File: src/rtl/mant_align.sv
// Mantissa alignment stage for FP add/sub: swaps operands by exponent order, then right-shifts
// the smaller significand into a {significand, G, R, S} word. Two register stages, valid/ready on both sides.
module mant_align #(
   parameter int ex_width  = 8,
   parameter int man_width = 23
) (
   input  logic                   clk,
   input  logic                   rst,
   input  logic                   in_valid,
   output logic                   in_ready,
   input  logic [man_width:0]     Ma,
   input  logic [man_width:0]     Mb,
   input  logic [ex_width:0]      d,
   input  logic                   sign_exp,
   input  logic [ex_width-1:0]    max_exp,
   input  logic                   op_in,
   output logic                   out_valid,
   input  logic                   out_ready,
   output logic [man_width:0]     m_big,
   output logic [man_width+3:0]   m_small_al,
   output logic [ex_width-1:0]    exp_out,
   output logic                   swap,
   output logic                   op_out
);

   localparam int W   = man_width + 4;
   localparam int SHW = $clog2(W + 1);

   // Handshake: a transfer happens on a rising edge where valid && ready are both 1; valid never
   // depends on ready, and a stalled output (out_valid && !out_ready) holds every output stable.
   logic                 s1_v_q, s1_v_d, s2_v_q, s2_v_d;
   logic [man_width:0]   big_q, big_d, small_q, small_d;
   logic [SHW-1:0]       sh_q, sh_d;
   logic [ex_width-1:0]  exp1_q, exp1_d, exp2_q, exp2_d;
   logic                 swap1_q, swap1_d, swap2_q, swap2_d;
   logic                 op1_q, op1_d, op2_q, op2_d;
   logic [man_width:0]   m_big_q, m_big_d;
   logic [W-1:0]         m_small_al_q, m_small_al_d;
   logic                 adv2, accept;
   logic [W-1:0]         ext, shifted, lost_mask;
   logic                 lost;

   always_comb begin
      adv2     = s1_v_q && (!s2_v_q || out_ready);
      in_ready = !rst && (!s1_v_q || adv2);
      accept   = in_valid && in_ready;

      s1_v_d  = accept || (s1_v_q && !adv2);
      big_d   = big_q;
      small_d = small_q;
      sh_d    = sh_q;
      exp1_d  = exp1_q;
      swap1_d = swap1_q;
      op1_d   = op1_q;
      if (accept) begin
         big_d   = sign_exp ? Mb : Ma;
         small_d = sign_exp ? Ma : Mb;
         // Any difference of W or more shifts everything into the sticky bit.
         sh_d    = (d >= (ex_width + 1)'(W)) ? SHW'(W) : d[SHW-1:0];
         exp1_d  = max_exp;
         swap1_d = sign_exp;
         op1_d   = op_in;
      end

      ext       = {small_q, 3'b000};
      shifted   = ext >> sh_q;
      lost_mask = ~({W{1'b1}} << sh_q);
      lost      = |(ext & lost_mask);

      s2_v_d       = adv2 || (s2_v_q && !out_ready);
      m_big_d      = m_big_q;
      m_small_al_d = m_small_al_q;
      exp2_d       = exp2_q;
      swap2_d      = swap2_q;
      op2_d        = op2_q;
      if (adv2) begin
         m_big_d      = big_q;
         m_small_al_d = {shifted[W-1:1], shifted[0] | lost};
         exp2_d       = exp1_q;
         swap2_d      = swap1_q;
         op2_d        = op1_q;
      end
   end

   always_ff @(posedge clk) begin
      if (rst) begin
         s1_v_q       <= 1'b0;
         s2_v_q       <= 1'b0;
         big_q        <= '0;
         small_q      <= '0;
         sh_q         <= '0;
         exp1_q       <= '0;
         swap1_q      <= 1'b0;
         op1_q        <= 1'b0;
         m_big_q      <= '0;
         m_small_al_q <= '0;
         exp2_q       <= '0;
         swap2_q      <= 1'b0;
         op2_q        <= 1'b0;
      end else begin
         s1_v_q       <= s1_v_d;
         s2_v_q       <= s2_v_d;
         big_q        <= big_d;
         small_q      <= small_d;
         sh_q         <= sh_d;
         exp1_q       <= exp1_d;
         swap1_q      <= swap1_d;
         op1_q        <= op1_d;
         m_big_q      <= m_big_d;
         m_small_al_q <= m_small_al_d;
         exp2_q       <= exp2_d;
         swap2_q      <= swap2_d;
         op2_q        <= op2_d;
      end
   end

   assign out_valid  = s2_v_q;
   assign m_big      = m_big_q;
   assign m_small_al = m_small_al_q;
   assign exp_out    = exp2_q;
   assign swap       = swap2_q;
   assign op_out     = op2_q;

endmodule

File: config.mk
export PLATFORM = sky130hd
export DESIGN_NAME = mant_align
export DESIGN_NICKNAME = d
export VERILOG_FILES = /design/src/rtl/mant_align.sv
export SDC_FILE = /design/constraint.sdc
export NUM_CORES = 1
export LEC_CHECK = 0
export BUFFER_PORTS_ARGS = -buffer_cell sky130_fd_sc_hd__buf_4
export CORE_ASPECT_RATIO = 0.8
export CORE_MARGIN = 1.5
export CORE_UTILIZATION = 45
export CTS_BUF_LIST = sky130_fd_sc_hd__clkbuf_4 sky130_fd_sc_hd__clkbuf_8 sky130_fd_sc_hd__clkbuf_16
export CTS_CLUSTER_DIAMETER = 60
export DETAILED_ROUTE_END_ITERATION = 16
export GPL_ROUTABILITY_DRIVEN = 0
export GPL_TIMING_DRIVEN = 1
export PLACE_DENSITY = 0.68
export SYNTH_ARGS = -nofsm -noshare
export SYNTH_HDL_FRONTEND = slang
export SYNTH_SLANG_ARGS = --single-unit
File: constraint.sdc
create_clock -name clk -period 2.5 [get_ports clk]
set_clock_uncertainty 0.2 [all_clocks]
set_input_delay 0.5 -clock clk [delete_from_list [all_inputs] [get_ports clk]]
set_output_delay 0.5 -clock clk [all_outputs]
set_load 0.05 [all_outputs]
After elaboration in Yosys (flattened, before gate mapping)
Index checks and enable logic that the tools add are counted.
{"block": "op_classes", "order_cmp": 1, "n_shift": 2, "n_mux": 3, "bitwise_logic": 3, "reduce_logical": 15}
{"operator": "24-bit 2-to-1 mux", "n": 2}
{"operator": "27-bit bitwise AND", "n": 1}
{"operator": "27-bit NOT", "n": 1}
{"operator": "27-bit OR reduction", "n": 1}
{"operator": "27-bit by 5-bit left shift with 27-bit output (first input constant)", "n": 1}
{"operator": "27-bit by 5-bit >> shifter with 27-bit output", "n": 1}
{"operator": "9-bit by 5-bit >= comparator with 1-bit output (second input constant)", "n": 1}
{"operator": "1-bit logical AND", "n": 5}
{"operator": "1-bit zero test", "n": 5}
{"operator": "5-bit 2-to-1 mux", "n": 1}
{"operator": "1-bit logical OR", "n": 4}
{"operator": "1-bit bitwise OR", "n": 1}
{"block": "totals", "reg_bits": 126, "input_bits": 71, "out_inout_bits": 63, "word_cells": 37}

Depth between registers and ports, before layout
{"block": "depth", "word_depth": 7, "ltp_mapped": 9}

Least setup slack after synthesis
No wires, ideal clock.
{"block": "synth_path", "path_type": "in2out", "startpoint": "in rst", "endpoint": "out in_ready", "t_arrival_ns": 1.820, "slack_ns": -0.020, "path_stages": 4, "path_buffers": 3, "path_cell_list": "clkbuf_1 clkbuf_1 clkbuf_1 a21oi_1"}
{"block": "synth_via", "elab_chain_cells": 2}
{"item": "from (decl)", "line_no": "8", "source": "input logic rst,"}
{"item": "1-bit zero test", "line_no": "45", "source": "in_ready = !rst && (!s1_v_q || adv2);"}
{"item": "1-bit logical AND", "line_no": "45"}
{"item": "to (decl)", "line_no": "10", "source": "output logic in_ready,"}
No other way between the ends.

Final worst setup path
{"block": "layout_path", "startpoint": "reg sh_q[1]", "endpoint": "reg m_small_al_q[4], in the netlist m_small_al[4]"}
{"block": "layout_via", "elab_chain_cells": 1}
{"item": "from (decl)", "line_no": "33", "source": "logic [SHW-1:0] sh_q, sh_d;"}
{"item": "from (signal assigned)", "line_no": "91", "source": "sh_q <= '0;"}
{"item": "from (signal assigned)", "line_no": "105", "source": "sh_q <= sh_d;"}
{"item": "27-bit by 5-bit >> shifter with 27-bit output", "line_no": "66", "source": "shifted = ext >> sh_q;"}
{"item": "to (signal assigned)", "line_no": "110", "source": "m_small_al_q <= m_small_al_d;"}
{"item": "to (decl)", "line_no": "38", "source": "logic [W-1:0] m_small_al_q, m_small_al_d;"}
No other way between the ends.
A chain may end at the register's enable or synchronous reset.

==> impl_metrics.toml <==
[logic_synthesis]
yosysTopAreaCell = "dfxtp_1"
syn_area_per_cell_um2 = 8.74
synth_top_area_share_pct = 39.1
syn-cell-area_um2 = 6450
syn-num-nets = 809
synth_ff_type = "dfxtp_1"
yosysSeqAreaShare_pct = 39.1
yosys-top-cells-area = "dfxtp_1 (39%), mux2i_1 (11%), mux4_2 (6.6%)"
synth_seq_cells = 126
synth_edf_count = 0
synthArstFlopShare_pct = 0
syn_inst = 738
yosysWarnings = 0
yosys.cell_types.count = 55

[floorplanning]
top_level_ports = 134
die_h_um = 110
core_um2 = 13800
die_x_um = 137
start_util_pct = 46.8
die_area_um2 = 15100
rows = 38

[worst_setup_path]
cp_slowest_cell = "a2111oi_0"
arrival_ps = 2600
startpoint = "sh_q[1]$_SDFFE_PP0P_"
critPathKind = "register to register"
crit_chain = "buf_12 > mux2_2 > nor2_1 > a2111oi_0 > o21ai_0 > o2bb2ai_1"
r2r_start = "sh_q[1]$_SDFFE_PP0P_"
critical-path-max-stage-delay_ps = 690
rrSetupSlack_ps = 40
path_max_fanout = 25
cp-end-kind = "register"
cp-start-kind = "register"
cp.required_ps = 2640

[global_routing]
first_global_vias = 5834
met2_usage_pct = 40.9
grt_pass1_wl_mm = 30.2
grt.busiest_layer = "met2"
grtUsageTotal_pct = 26.2
use_met3_pct = 11.1
gr-usage-met1_pct = 33.5
overflow = 0
grt_antenna_before_repair = 0
grt_max_degree = 117

[routing]
viasPerCell = 5.87
drc_errors = 0
routed_wl_mm = 19.3
first_iter_violations = 765
vias = 6151
first_pass_iters = 5
post_drt_wl_per_cell_um = 18.4
antenna_left = 0

[sta]
period_minus_slack_ps = 2460
max_clock_freq_mhz = 406
report.final.setup_viol = 0
timing_hold_violations_final = 0
slew-limit-headroom_pct = 48.1
min_period_over_period_pct = 98.6
hold_ws_ps = 79.1
setup_tns_ps = 0
rsz0062_at_grt = "false"
slew_violations = 0
worstMarginPinSlew_ps = 768

[clock_tree]
hold_buffers = 0
postCtsSetupRepairBufs = 0
clkTransAtPathRegs_ps = 50
clock_latency_ps = 420
cts_buffers = 17
cts_tree = "yes"
clk_path_buf_depth = 2
htree_num_levels = 4
cts_sinks = 126
cts_root_buffer = "clkbuf_16"

[placed_design]
placed_cells = 1020
hpwl_mm = 13.8
portBuffers = 133

[hold_path]
min_from = "max_exp[5]"
hp-class = "input port to register"

[flow_run]
maxCapViolCount = 0

[power_and_ir_drop]
peakVddDrop_mv = 0.577
p_leak_nw = 3.42
powerDensity_nw_per_um2 = 691

[layout]
layoutNonFillerInstCount = 1048
layout-area-overhead-vs-synth_pct = 29.1
diodes = 0
final_util_pct = 60.4
seq_area_um2 = 2520
fill_cells = 1240
layout-drive-gt1-share_pct = 27.2
multi_input_area_um2 = 3630
nets = 930

[run_status]
status = "completed"
synthesized netlist by cell type, types with 4 or more instances:
| master | n |
|---|---|
| nand3_1 | 5 |
| a22oi_1 | 12 |
| and3_1 | 5 |
| inv_1 | 5 |
| dfxtp_1 | 126 |
| nand2_1 | 100 |
| clkbuf_1 | 48 |
| o22ai_1 | 6 |
| a211oi_1 | 55 |
| buf_1 | 5 |
| mux2i_1 | 71 |
| mux4_2 | 19 |
| nand2b_1 | 12 |
| o211ai_1 | 4 |
| buf_2 | 10 |
| o21ai_0 | 28 |
| a21oi_1 | 53 |
| a31oi_1 | 4 |
| mux2_2 | 7 |
| nor3_1 | 10 |
| nor2b_1 | 7 |
| buf_6 | 4 |
| nor2_1 | 94 |
cells in the final DEF (no fill, tap or decap), types with 11 or more instances in the layout:
| cell | count |
|---|---|
| nand2b_1 | 11 |
| a211oi_1 | 54 |
| dfxtp_1 | 124 |
| mux2i_1 | 71 |
| nand2_1 | 100 |
| a21oi_1 | 52 |
| buf_4 | 166 |
| nor2_1 | 94 |
| o21ai_0 | 28 |
| mux4_2 | 19 |
| a22oi_1 | 12 |
| clkbuf_16 | 17 |
worst max-delay path, delay by kind of cell (launching register included):
kind            cells  cell delay (ps)
compound gates      3             1190
flops               1              550
buf+inv             1              230
mux                 1              180
simple gates        1               40
final cells by class:
cell class                 instances  area share [%]
multi-input combinational        537            43.6
sequential                       126            30.3
timing repair buffer             170            15.9
clock buffer                      23            6.10
tap                              180            2.71
clock inverter                     5           0.977
inverter                           7           0.316
state kept, by name, indices dropped and copies added, names as in the netlist:
register	cells
big_q	24
exp1_q	8
exp_out	8
m_big	24
m_small_al	27
op1_q	1
op_out	1
out_valid	1
s1_v_q	1
sh_q	5
small_q	24
swap	1
swap1_q	1
power by group:
part / leakage, nW / internal, mW / switching (mW) / total (mW)
Combinational: 2.09 / 0.446 / 0.601 / 1.05
Clock: 0.289 / 1.60 / 0.853 / 2.45
Sequential: 1.03 / 2.12 / 0.128 / 2.25
Total: 3.42 / 4.17 / 1.58 / 5.75
logic make-up after synthesis:
family / count (synthesis) / synth area share [%]
simple gates: 247 / 16.3
compound gates: 189 / 19.3
flops: 126 / 39.1
mux: 100 / 20.1
buf+inv: 75 / 5.08
fa+ha+maj: 1 / 0.155
metrics by stage:
step	instance area [µm²]	setup WS, ps	total power, mW
finish	8320	35.6	5.75
CTS	8320	66.3	5.77
detailed placement	7730	107	3.31
global placement	7730	23.1	3.29
floorplan	6450	285	2.93
global route	8320	21.2	5.97
final timing paths:
kind / cells past startpoint / end
worst min register to register: 2 / m_big[4]$_SDFFE_PP0P_
worst min-delay path: 3 / exp1_q[5]$_SDFFE_PP0P_
worst max-delay path: 6 / m_small_al[4]$_SDFFE_PP0P_
worst max register to register: 6 / m_small_al[4]$_SDFFE_PP0P_
metal layers:
metal,routed length (µm),up-vias
li1,-,2916
met1,8100,2855
met2,8620,333
met3,2280,47
met4,330,0
met5,0,-
what timing repair did:
item,CTS,global route
setup endpoints to repair,0,2
gates resized for setup,0,3
endpoints found under the hold margin,0,0
Power figures use the tool's default switching activity.
